File: src/rtl/uart_pkg.sv
// Shared types and constants for the PicoSoC buffered UART transmitter.
package uart_pkg;

    typedef enum logic [2:0] {
        IDLE,
        START,
        DATA,
        STOP,
        BRK_LOW,
        BRK_MAB
    } tx_state_t;

    localparam int MIN_BRK_BITS = 12;
    localparam int MAB_BITS     = 2;

    // A break shorter than one full frame plus margin would look like a framing error.
    function automatic int unsigned brk_bit_count(input int unsigned len);
        return (len < MIN_BRK_BITS) ? MIN_BRK_BITS : len;
    endfunction

endpackage

File: src/rtl/uart_tx_buffered_if.sv
// Byte push and break request channel between the SoC bus side and uart_tx_buffered.
interface uart_tx_buffered_if #(
    parameter int BRK_LEN_W = 8
);
    logic [7:0]           tx_data;
    logic                 tx_valid;
    logic                 tx_ready;
    logic                 brk_req;
    logic [BRK_LEN_W-1:0] brk_len;

    modport master (
        output tx_data, tx_valid, brk_req, brk_len,
        input  tx_ready
    );

    modport slave (
        input  tx_data, tx_valid, brk_req, brk_len,
        output tx_ready
    );
endinterface

File: src/rtl/uart_sync_fifo.sv
// Single-clock FIFO with registered level; full and empty derive from the level only.
module uart_sync_fifo #(
    parameter int WIDTH      = 8,
    parameter int DEPTH_LOG2 = 4
) (
    input  logic                  clk,
    input  logic                  resetn,
    input  logic                  push,
    input  logic [WIDTH-1:0]      push_data,
    input  logic                  pop,
    output logic [WIDTH-1:0]      pop_data,
    output logic                  full,
    output logic                  empty,
    output logic [DEPTH_LOG2:0]   level
);
    localparam int DEPTH = 1 << DEPTH_LOG2;

    logic [WIDTH-1:0]      mem [DEPTH];
    logic [DEPTH_LOG2-1:0] wr_ptr;
    logic [DEPTH_LOG2-1:0] rd_ptr;
    logic                  do_push;
    logic                  do_pop;

    assign full     = (level == (DEPTH_LOG2 + 1)'(DEPTH));
    assign empty    = (level == '0);
    assign do_push  = push && !full;
    assign do_pop   = pop && !empty;
    assign pop_data = mem[rd_ptr];

    always_ff @(posedge clk) begin
        if (!resetn) begin
            wr_ptr <= '0;
            rd_ptr <= '0;
            level  <= '0;
        end else begin
            if (do_push) begin
                wr_ptr <= wr_ptr + DEPTH_LOG2'(1);
            end
            if (do_pop) begin
                rd_ptr <= rd_ptr + DEPTH_LOG2'(1);
            end
            if (do_push && !do_pop) begin
                level <= level + (DEPTH_LOG2 + 1)'(1);
            end else if (!do_push && do_pop) begin
                level <= level - (DEPTH_LOG2 + 1)'(1);
            end
        end
    end

    always_ff @(posedge clk) begin
        if (do_push) begin
            mem[wr_ptr] <= push_data;
        end
    end

endmodule

File: src/rtl/uart_tx_buffered.sv
// Buffered 8N1 UART transmitter with break generation.
// Optional CTS flow control is enabled by defining UART_TX_CTS_EN.
module uart_tx_buffered
    import uart_pkg::*;
#(
    parameter int FIFO_DEPTH_LOG2 = 4,
    parameter int BRK_LEN_W       = 8
) (
    input  logic                     clk,
    input  logic                     resetn,
    input  logic [31:0]              cfg_divider,
    uart_tx_buffered_if.slave        bus,
`ifdef UART_TX_CTS_EN
    input  logic                     ser_cts_n,
`endif
    output logic                     ser_tx,
    output logic                     busy,
    output logic [FIFO_DEPTH_LOG2:0] fifo_level
);
    localparam int CNT_W = (BRK_LEN_W > 4) ? BRK_LEN_W : 4;

    tx_state_t        state;
    logic [31:0]      divcnt;
    logic             bit_end;
    logic [7:0]       shreg;
    logic [2:0]       bit_idx;
    logic [CNT_W-1:0] brk_cnt;
    logic [CNT_W-1:0] brk_bits;
    logic             brk_pend;
    logic             brk_accept;
    logic             start_frame;
    logic             line_bit;
    logic             cts_ok;
    logic [7:0]       fifo_dout;
    logic             fifo_full;
    logic             fifo_empty;

`ifdef UART_TX_CTS_EN
    logic [1:0] cts_sync;

    always_ff @(posedge clk) begin
        if (!resetn) begin
            cts_sync <= 2'b11;
        end else begin
            cts_sync <= {cts_sync[0], ser_cts_n};
        end
    end

    assign cts_ok = !cts_sync[1];
`else
    assign cts_ok = 1'b1;
`endif

    uart_sync_fifo #(
        .WIDTH      (8),
        .DEPTH_LOG2 (FIFO_DEPTH_LOG2)
    ) u_fifo (
        .clk       (clk),
        .resetn    (resetn),
        .push      (bus.tx_valid),
        .push_data (bus.tx_data),
        .pop       (start_frame),
        .pop_data  (fifo_dout),
        .full      (fifo_full),
        .empty     (fifo_empty),
        .level     (fifo_level)
    );

    assign bus.tx_ready = !fifo_full;
    assign busy         = (state != IDLE) || !fifo_empty || brk_pend;

    // 33-bit compare keeps a divider of all ones from wrapping to zero.
    assign bit_end    = {1'b0, divcnt} >= ({1'b0, cfg_divider} + 33'd1);
    assign brk_accept = bus.brk_req && !brk_pend && (state != BRK_LOW) && (state != BRK_MAB);

    // Chaining STOP straight into START keeps queued bytes free of idle gaps.
    assign start_frame = cts_ok && !brk_pend && !fifo_empty &&
                         ((state == IDLE) || ((state == STOP) && bit_end));

    always_comb begin
        line_bit = 1'b1;
        case (state)
            START, BRK_LOW: line_bit = 1'b0;
            DATA:           line_bit = shreg[0];
            default:        line_bit = 1'b1;
        endcase
    end

    always_ff @(posedge clk) begin
        if (!resetn) begin
            state    <= IDLE;
            divcnt   <= '0;
            shreg    <= '0;
            bit_idx  <= '0;
            brk_cnt  <= '0;
            brk_bits <= '0;
            brk_pend <= 1'b0;
            ser_tx   <= 1'b1;
        end else begin
            ser_tx <= line_bit;

            if (brk_accept) begin
                brk_pend <= 1'b1;
                brk_bits <= CNT_W'(brk_bit_count(32'(bus.brk_len)));
            end

            if (state != IDLE) begin
                divcnt <= bit_end ? '0 : divcnt + 32'd1;
            end

            case (state)
                IDLE: begin
                    if (cts_ok && brk_pend) begin
                        brk_pend <= 1'b0;
                        brk_cnt  <= '0;
                        state    <= BRK_LOW;
                    end else if (start_frame) begin
                        shreg <= fifo_dout;
                        state <= START;
                    end
                end
                START: begin
                    if (bit_end) begin
                        bit_idx <= '0;
                        state   <= DATA;
                    end
                end
                DATA: begin
                    if (bit_end) begin
                        shreg   <= shreg >> 1;
                        bit_idx <= bit_idx + 3'd1;
                        if (bit_idx == 3'd7) begin
                            state <= STOP;
                        end
                    end
                end
                STOP: begin
                    if (bit_end) begin
                        if (start_frame) begin
                            shreg <= fifo_dout;
                            state <= START;
                        end else begin
                            state <= IDLE;
                        end
                    end
                end
                BRK_LOW: begin
                    if (bit_end) begin
                        if (brk_cnt == brk_bits - CNT_W'(1)) begin
                            brk_cnt <= '0;
                            state   <= BRK_MAB;
                        end else begin
                            brk_cnt <= brk_cnt + CNT_W'(1);
                        end
                    end
                end
                BRK_MAB: begin
                    if (bit_end) begin
                        if (brk_cnt == CNT_W'(MAB_BITS - 1)) begin
                            state <= IDLE;
                        end else begin
                            brk_cnt <= brk_cnt + CNT_W'(1);
                        end
                    end
                end
                default: state <= IDLE;
            endcase
        end
    end

endmodule
File: src/flat_wrapper.sv
// flat-port wrapper written by rule: the top's interface ports become plain ports
module uart_tx_buffered_flat import uart_pkg::*;
#(
    parameter int FIFO_DEPTH_LOG2 = 4,
    parameter int BRK_LEN_W       = 8
)
  (clk, resetn, cfg_divider, ser_tx, busy, fifo_level, bus_tx_data, bus_tx_valid, bus_brk_req, bus_brk_len, bus_tx_ready);
  uart_tx_buffered_if #(.BRK_LEN_W(BRK_LEN_W)) bus_i ();
  input  logic clk;
  input  logic resetn;
  input  logic [31:0] cfg_divider;
  output logic ser_tx;
  output logic busy;
  output logic [FIFO_DEPTH_LOG2:0] fifo_level;
  input wire logic [$bits(bus_i.tx_data)-1:0] bus_tx_data;
  input wire logic [$bits(bus_i.tx_valid)-1:0] bus_tx_valid;
  input wire logic [$bits(bus_i.brk_req)-1:0] bus_brk_req;
  input wire logic [$bits(bus_i.brk_len)-1:0] bus_brk_len;
  output wire logic [$bits(bus_i.tx_ready)-1:0] bus_tx_ready;
  assign bus_i.tx_data = bus_tx_data;
  assign bus_i.tx_valid = bus_tx_valid;
  assign bus_i.brk_req = bus_brk_req;
  assign bus_i.brk_len = bus_brk_len;
  assign bus_tx_ready = bus_i.tx_ready;
  uart_tx_buffered #(.FIFO_DEPTH_LOG2(FIFO_DEPTH_LOG2), .BRK_LEN_W(BRK_LEN_W)) u_core (.clk(clk), .resetn(resetn), .cfg_divider(cfg_divider), .bus(bus_i), .ser_tx(ser_tx), .busy(busy), .fifo_level(fifo_level));
endmodule
File: config.mk
export PLATFORM = sky130hd
export DESIGN_NAME = uart_tx_buffered_flat
export DESIGN_NICKNAME = d
export VERILOG_FILES = /design/src/rtl/uart_pkg.sv /design/src/rtl/uart_tx_buffered_if.sv /design/src/rtl/uart_sync_fifo.sv /design/src/rtl/uart_tx_buffered.sv /design/src/flat_wrapper.sv
export SDC_FILE = /design/constraint.sdc
export NUM_CORES = 1
export LEC_CHECK = 0
export BUFFER_PORTS_ARGS = -buffer_cell sky130_fd_sc_hd__buf_2
export CAP_MARGIN = 20
export CORE_ASPECT_RATIO = 0.6
export CORE_MARGIN = 3
export CORE_UTILIZATION = 35
export CTS_CLUSTER_DIAMETER = 150
export CTS_CLUSTER_SIZE = 20
export DETAILED_ROUTE_END_ITERATION = 16
export SYNTH_ARGS = -nofsm -noshare
export SYNTH_HDL_FRONTEND = slang
export SYNTH_SLANG_ARGS = --single-unit
File: constraint.sdc
create_clock -name clk -period 16.2 [get_ports clk]
set_input_delay 3.24 -clock clk [delete_from_list [all_inputs] [get_ports clk]]
set_output_delay 3.24 -clock clk [all_outputs]
set_load 0.03 [all_outputs]
* Word-level counts from Yosys, hierarchy flattened *
Memory sizes are Yosys's and may differ from the RTL's. A register that Yosys moved wholly into a read port is not among the register bits.
Index checks and enable logic that the tools add are counted.

word-level totals
  bits in registers = 77
  RAM bits = 128
  input port bits = 52
  output and inout bits = 8
  word-level logic and storage cells = 114
  memories kept = 1

cells by class
  add/sub/neg operators = 9
  $lt $le $gt $ge = 2
  eq/ne operators = 23
  mux-type cells = 38
  reduce and logical (&&, ||, !) cells = 30

memories
  memory             depth  width  rd ports  clocked after Yosys merged registers in  write ports  line                  source
  u_core.u_fifo.mem  16     8      1         1                                        1            uart_sync_fifo.sv:18  logic [WIDTH-1:0] mem [DEPTH];

operators with widths
  operator                                                               number
  8-bit two-way mux                                                      10
  8-bit case mux with 3 select lines                                     2
  3-bit two-way mux                                                      12
  32-bit by 1-bit adder with 33-bit output, second input constant        1
  32-bit by 33-bit greater-or-equal comparator with 1-bit output         1
  32-bit by 1-bit adder with 32-bit output, second input constant        1
  32-bit two-way mux                                                     1
  2-bit by 1-bit != test with 1-bit output, second input constant        9
  3-bit case mux with 6 select lines                                     1
  1-bit logical AND                                                      10
  5-bit two-way mux                                                      2
  3-bit equality test, second input constant                             3
  9-bit AND reduction                                                    1
  3-bit nonzero test                                                     3
  4-bit by 1-bit adder with 4-bit output, second input constant          2
  8-bit by 1-bit adder with 8-bit output, second input constant          1
  8-bit by 1-bit equality test with 1-bit output, second input constant  1
  8-bit equality test                                                    1
  8-bit by 4-bit < comparator with 1-bit output, second input constant   1
  4-bit two-way mux                                                      2
  8-bit by 1-bit subtractor with 8-bit output, second input constant     1
  3-bit by 2-bit equality test with 1-bit output, second input constant  2
  1-bit two-way mux                                                      6
  3-bit != test, second input constant                                   2
  18 further kinds                                                       26

* Depth between registers and ports, before layout *
Gate-level depths: netlist (run 1).

  depth after elaboration = 9
  depth in mapped cells = 24

* Hierarchy *
Synthesis (run 1) repeated with hierarchy kept, for this count alone.

second synthesis, totals
  cell total of the unflattened synthesis = 888
  area, all modules = 10398.7 µm²

by module, submodules not included
  module            times used  cells each  area an instance (µm²)
  uart_sync_fifo    1           307         5750.5
  uart_tx_buffered  1           581         4648.2

* Least setup slack after synthesis (run 1) *
Ideal clock, no wire load.

  path type = input to register
  from = in cfg_divider[3]
  to = reg u_core.u_fifo.level[4]
  arrival time = 7719 ps
  data required time = 16124 ps
  slack = 8405 ps
  stages = 23
  cells stage by stage = and3_1 -> nand3_1 -> nor4_1 -> and3_1 -> clkbuf_1 -> nand3_1 -> xor2_1 -> ha_1 -> nand3_1 -> nor3_1 -> a22oi_1 -> nor2_1 -> nand3_1 -> a21oi_1 -> inv_1 -> ha_1 -> inv_1 -> ha_1 -> a21o_1 -> a21oi_1 -> xnor2_1 -> or3_1 -> a21boi_0

between the ends
  word-level cells in the longest chain between the ends = 9

ends and longest elaborated chain
  what                                                              line                    source
  start, declared                                                   flat_wrapper.sv:11      input logic [31:0] cfg_divider;
  32-bit by 1-bit adder with 33-bit output *                        uart_tx_buffered.sv:73  assign bit_end = {1'b0, divcnt} >= ({1'b0, cfg_divider} + 33'd1);
  32-bit by 33-bit greater-or-equal comparator with 1-bit output *  uart_tx_buffered.sv:73
  1-bit logical AND *                                               uart_tx_buffered.sv:78  ((state == IDLE) || ((state == STOP) && bit_end));
  1-bit logical OR *                                                uart_tx_buffered.sv:78
  1-bit logical AND *                                               uart_tx_buffered.sv:77  assign start_frame = cts_ok && !brk_pend && !fifo_empty &&
  1-bit logical AND *                                               uart_sync_fifo.sv:27    assign do_pop = pop && !empty;
  1-bit logical NOT                                                 uart_sync_fifo.sv:42    if (do_push && !do_pop) begin
  1-bit logical AND                                                 uart_sync_fifo.sv:42
  5-bit two-way mux / 2-bit nonzero test (equally long branches)    --
  end signal, assigned                                              uart_sync_fifo.sv:43    level <= level + (DEPTH_LOG2 + 1)'(1);
  end signal, assigned                                              uart_sync_fifo.sv:45    level <= level - (DEPTH_LOG2 + 1)'(1);
  end, declared                                                     uart_sync_fifo.sv:14    output logic [DEPTH_LOG2:0] level

Mark *: on every way between the ends. The rest lies on a longest branch, timed or not.
A chain may end at the register's enable or synchronous reset.

* Final worst setup path (run 1) *
  from = in cfg_divider[2]
  to = reg u_core.u_fifo.level[4]

Same word-level chain as after synthesis.

==> flow_summary_export.csv, run 1 <==
group,metric,value,unit
detailed_routing,drtIter0Drc,573,
worst_setup_path,cp-end-kind,"flop",
pwr,p_int,909,uW
placed_design,hpwl,16500,um
synthesis,ys_seq_elements,209,
synthesis,ys_warn_count,0,
detailed_routing,vias,6674,
pwr,ir_drop,0.0000634,V
timing,worst_pin_slew,1.06,ns
synthesis,yosys.area.top_type,"edfxtp_1",
pwr,pwr-share-clk,0.265,
finish,synthToLayoutAreaGrowth,10.6,%
synthesis,synth_top_cells_by_area,"edfxtp_1 37%, dfxtp_1 16%, mux4_2 8.7%, ha_1 5.8%, xor2_1 4.0%",
timing,drv_slew,0,
finish,drive_above_1_share,0.157,
detailed_routing,via_per_inst,5.09,
detailed_routing,drcViolationCount,0,
clock_tree,clk_path_buf_depth,3,
finish,insertedDiodeCount,0,
synthesis,synth_common_cells,"128 x edfxtp_1, 98 x nor2_1, 81 x dfxtp_1, 78 x nand2_1, 48 x ha_1",
timing,slew_headroom,0.293,
worst_setup_path,worstSetupPathType,"in -> reg",
detailed_routing,wl_per_cell,17.1,um
synthesis,ys.flop_type,"edfxtp_1",
global_route,grt_max_degree,34,
pwr,powerDensity,114,nW/um^2
timing,rsz0062_at_grt,"no",
timing,fin_skew,0.0222,ns
finish,multi_input_area,4610,um^2
clock_tree,cts.htree.levels,1,
timing,period_share,0.506,
die,die_h,139,um
outcome,outcome,"finished, final reports clean",
synthesis,avgSynthCellArea,11.9,um^2
detailed_routing,totalWireLength,22400,um
clock_tree,postCtsResizedCells,0,
pwr,p_seq_frac,0.483,
global_route,track_usage,0.142,
finish,stdcell_count,1311,
detailed_routing,first_pass_iters,6,
finish,nFillCells,2666,
synthesis,synth_edf_count,128,
synthesis,synth-async-reset-ratio,0,
placed_design,portBuffers,59,
pwr,p_leak,0.00403,uW
global_route,overflow,0,
worst_setup_path,cp-start-kind,"input pin",
clock_tree,cts_buffers,14,
clock_tree,post_cts_buffers,0,
die,pin_count,60,
min_path,min_path_type,"reg -> reg",
clock_tree,ctsRootBufferMaster,"clkbuf_16",
die,core-area,28300,um^2
finish,final_util,0.403,
synthesis,synth_area,10300,um^2
pwr,p_comb_frac,0.252,
synthesis,ys_seq_area_frac,0.530,
timing,hold_viol_final,0,
synthesis,synth_top_area_frac,0.373,
die,die_width,228,um
placed_design,dpl.cell_count,1288,
pwr,totalPowerFinal,1310,uW
global_route,antenna_found_initial,0,
global_route,grt_pass1_vias,6304,
finish,seq_area,5470,um^2
timing,max_freq,122,MHz
synthesis,synthesis.nets,968,
worst_setup_path,worst_ep_arrival_time,8.61,ns
clock_tree,clk_latency,0.49,ns
synthesis,synth.distinct_cells,62,
die,initial_core_util,0.364,
clock_tree,cts_tree,"done",
clock_tree,cts_hold_buf,0,
timing,fin_setup_tns,0,ns
pwr,p_sw_frac,0.303,
pwr,p_switching,396,uW
placed_design,globalplace.congestion,0.854,
die,rows,47,
worst_setup_path,required,16.62,ns
worst_setup_path,cp_max_fo,6,
timing,period_minus_slack,8.19,ns
die,dieArea,31600,um^2
finish,fin_nets,1013,
clock_tree,clk_pin_slew,0.08,ns
run,cap_violations,0,
timing,finalSetupViolCount,0,
synthesis,yosysMostFrequentCell,"edfxtp_1",
global_route,grt_pass1_wl,35700,um
clock_tree,cts.sinks,209,
synthesis,syn_inst,867,
detailed_routing,ant_nets,0,
[per-layer routing]
| metal | part of all wire | vias up | track usage |
|---|---|---|---|
| met4 | 0.011 | 0 | 0.0224 |
| met3 | 0.055 | 19 | 0.0279 |
| met2 | 0.38 | 141 | 0.182 |
| met5 | 0 | - | 0 |
| met1 | 0.56 | 3249 | 0.242 |
| li1 | - | 3265 | - |
[metrics by stage]
| step | instance area [um^2] | setup WS [ns] | hold slack [ns] |
|---|---|---|---|
| floorplan | 10300 | 8.41 | 0.435 |
| global placement | 11000 | 7.67 | 0.444 |
| detailed placement | 11000 | 7.52 | 0.452 |
| CTS | 11400 | 8.03 | 0.464 |
| global route | 11400 | 7.47 | 0.487 |
| finish | 11400 | 8.01 | 0.461 |
[worst max-delay path, cell delays in order]
cell	delay, ns
buf_2	0.12
and3_1	0.15
nand3_1	0.17
nor4_1	0.78
and3_1	0.41
nand3_1	0.12
xor2_1	0.15
ha_1	0.30
nand3_1	0.15
nor3_1	0.28
a22oi_1	0.16
nor2_1	0.24
nand3_1	0.11
a21oi_1	0.52
inv_1	0.10
ha_1	0.23
inv_1	0.14
ha_1	0.29
a21o_1	0.19
a21oi_1	0.18
xnor2_1	0.09
or3_1	0.30
a21boi_0	0.17
[cells in the final DEF (no fill, tap or decap), types with 21 or more instances in the layout]
master and count:
xor2_1 47, ha_1 48, mux4_2 40, nand2_1 78, edfxtp_1 128, a21oi_1 29, nand4_1 24, inv_1 21
xnor2_1 34, o21ai_0 22, dfxtp_1 80, buf_2 59, nor2_1 98, nand3_1 33
[final timing paths]
path / end / depth (start not counted) / slack, ns / start
worst max-delay path: u_core.u_fifo.level[4] / 23 / 8.01 / cfg_divider[2]
worst min-delay path: u_core.shreg[4] / 2 / 0.46 / u_core.shreg[4]
worst max register to register: u_core.u_fifo.level[4] / 16 / 12.30 / u_core.divcnt[28]
worst min register to register: u_core.shreg[4] / 2 / 0.46 / u_core.shreg[4]
[logic make-up after synthesis]
family          after synthesis  share of synthesized area
compound gates               94                     0.0601
xor+xnor                     81                     0.0688
fa+ha+maj                    49                     0.0602
buf+inv                      57                     0.0231
flops                       209                      0.530
mux                          59                      0.107
simple gates                318                      0.151
[power by group through the flow]
stage,Clock (uW),Combinational (uW),Sequential (uW)
global placement,0,328,641
CTS,357,333,629
detailed placement,0,331,641
floorplan,0,242,638
finish,346,329,630
global route,376,365,636
[flip-flops by register name, summed over array words and instances, names as in the netlist, named ones only]
| register | flops |
|---|---|
| u_core.u_fifo.mem | 128 |
| u_core.divcnt | 32 |
| u_core.brk_bits | 8 |
| u_core.brk_cnt | 8 |
| u_core.shreg | 8 |
| u_core.u_fifo.level | 5 |
| u_core.u_fifo.rd_ptr | 4 |
| u_core.u_fifo.wr_ptr | 4 |
| u_core.bit_idx | 3 |
| u_core.state | 3 |
| u_core.brk_pend | 1 |
| u_core.ser_tx | 1 |
[final cells by class]
type                            count  area share
Inverter                           21     0.00691
Clock buffer                       21      0.0330
Tap cell                          392      0.0430
Timing Repair Buffer               65      0.0299
Clock inverter                      2     0.00285
Multi-Input combinational cell    601       0.405
Sequential cell                   209       0.480
Note: power is estimated with default switching activity, not from simulation.
==> inputs of run 2 (changes only) <==
Clock period 16.2 ns to 7.9 ns, I/O delays scaled along.
==> run 2 against run 1 <==
Net effect: clock power increased by 110%; design area about the same; sequential power grew 100%; count of clock-buffer cells in the layout unchanged; flip-flop and latch count unchanged; final cell count grew 0.15%; total power up 110%; setup slack worse by 6.5 ns; utilization about the same; largest cell class unchanged.
==> flow_summary_export.csv, run 2 (synthesis gave the netlist of run 1 again) <==
group,metric,value,unit
placed_design,globalplace.congestion,0.857,
timing,fin_setup_tns,0,ns
die,pin_count,60,
worst_setup_path,required,8.31,ns
clock_tree,cts_buffers,14,
finish,final_common_cell,"edfxtp_1",
timing,max_freq,156,MHz
pwr,p_int,1870,uW
pwr,p_leak,0.00403,uW
die,initial_core_util,0.364,
clock_tree,post_cts_buffers,0,
detailed_routing,drcViolationCount,0,
clock_tree,cts_hold_buf,0,
detailed_routing,ant_nets,0,
worst_setup_path,cp-end-kind,"flop",
min_path,min_path_type,"reg -> reg",
pwr,p_comb_frac,0.256,
timing,period_minus_slack,6.39,ns
die,dieArea,31600,um^2
finish,drive_above_1_share,0.157,
timing,rsz0062_at_grt,"no",
timing,drv_slew,0,
finish,insertedDiodeCount,0,
detailed_routing,wl_per_cell,17.3,um
finish,top_register,"u_core.u_fifo.mem",
clock_tree,cts_tree,"done",
finish,final_cell_mix,"128 x edfxtp_1, 98 x nor2_1, 80 x dfxtp_1, 78 x nand2_1, 59 x buf_2",
clock_tree,clk_latency,0.48,ns
global_route,antenna_found_initial,0,
pwr,pwr-share-clk,0.264,
detailed_routing,via_per_inst,5.12,
detailed_routing,vias,6719,
timing,finalWorstSetupSlack,1.51,ns
timing,worst_pin_slew,1.04,ns
detailed_routing,totalWireLength,22700,um
clock_tree,clk_path_buf_depth,3,
pwr,p_switching,821,uW
clock_tree,cts.htree.levels,1,
timing,finalSetupViolCount,0,
pwr,p_sw_frac,0.305,
placed_design,hpwl,16500,um
finish,fin_nets,1015,
placed_design,portBuffers,59,
finish,largestRegisters,"u_core.u_fifo.mem x128, u_core.divcnt x32",
detailed_routing,first_pass_iters,5,
finish,synthToLayoutAreaGrowth,10.7,%
worst_setup_path,cp-start-kind,"input pin",
global_route,overflow,0,
worst_setup_path,worst_ep_arrival_time,6.81,ns
placed_design,place_ws,1.09,ns
timing,hold_viol_final,0,
worst_setup_path,cp_max_fo,6,
finish,largest_reg_flops,128,
global_route,grt_pass1_vias,6293,
clock_tree,ctsRootBufferMaster,"clkbuf_16",
global_route,grt_pass1_wl,36400,um
timing,period_share,0.809,
timing,slew_headroom,0.305,
outcome,outcome,"finished, final reports clean",
finish,nFillCells,2658,
worst_setup_path,worstSetupPathType,"in -> reg",
clock_tree,postCtsResizedCells,0,
pwr,ir_drop,0.000151,V
timing,fin_skew,0.0195,ns
die,die_h,139,um
global_route,grt_max_degree,34,
global_route,track_usage,0.145,
clock_tree,clk_pin_slew,0.08,ns
pwr,totalPowerFinal,2690,uW
die,die_width,228,um
clock_tree,cts.sinks,209,
die,rows,47,
run,cap_violations,0,
pwr,powerDensity,236,nW/um^2
detailed_routing,drtIter0Drc,665,
die,core-area,28300,um^2
pwr,p_seq_frac,0.480,
[run 2: worst paths after layout]
path	from	endpoint	slack [ns]	depth (start not counted)
max	cfg_divider[2]	u_core.u_fifo.level[4]	1.51	24
min	u_core.shreg[5]	u_core.shreg[5]	0.46	2
max reg2reg	u_core.divcnt[6]	u_core.u_fifo.level[4]	4.12	17
min reg2reg	u_core.shreg[5]	u_core.shreg[5]	0.46	2
[run 2: worst max-delay path, stage by stage]
cell,delay (ns)
buf_2,0.12
and3_1,0.15
nand3_1,0.16
nor4_1,0.85
and3_1,0.41
nand3_1,0.12
xor2_1,0.16
ha_1,0.29
nand3_1,0.13
nor3_1,0.35
a22oi_1,0.18
nor2_1,0.23
nand3_1,0.12
a21oi_1,0.15
buf_4,0.18
inv_1,0.06
ha_1,0.20
inv_1,0.14
ha_1,0.29
a21o_1,0.20
a21oi_1,0.18
xnor2_1,0.09
or3_1,0.30
a21boi_0,0.16
[run 2: layout make-up]
cell class	instances	area (um^2)	area share
Timing Repair Buffer	67	355	0.0311
Inverter	21	78.8	0.00691
Tap cell	392	490	0.0430
Clock inverter	2	32.5	0.00285
Sequential cell	209	5470	0.479
Clock buffer	21	377	0.0330
Multi-Input combinational cell	601	4610	0.404
[run 2: power by group through the flow]
stage	Sequential (uW)	Combinational [uW]	Clock (uW)
2_1_floorplan	1310	497	0
3_3_place_gp	1310	681	0
3_5_place_dp	1310	688	0
4_1_cts	1290	693	735
5_1_grt	1300	765	782
6_report	1290	689	712
[run 2: through the flow]
stage | hold slack, ns | instances | instance area, um^2 | utilization
2_1_floorplan | 0.435 | 867 | 10300 | -
3_3_place_gp | 0.443 | 1290 | 11000 | 0.389
3_5_place_dp | 0.450 | 1290 | 11000 | 0.389
4_1_cts | 0.463 | 1313 | 11400 | 0.403
5_1_grt | 0.487 | 1313 | 11400 | 0.403
6_report | 0.460 | 1313 | 11400 | 0.403
[run 2: routing by layer]
layer	up-vias	global-route usage	routed length, um
li1	3284	-	-
met1	3261	0.258	12800
met2	153	0.181	8560
met3	21	0.0233	1160
met4	0	0.0181	255
met5	-	0	0
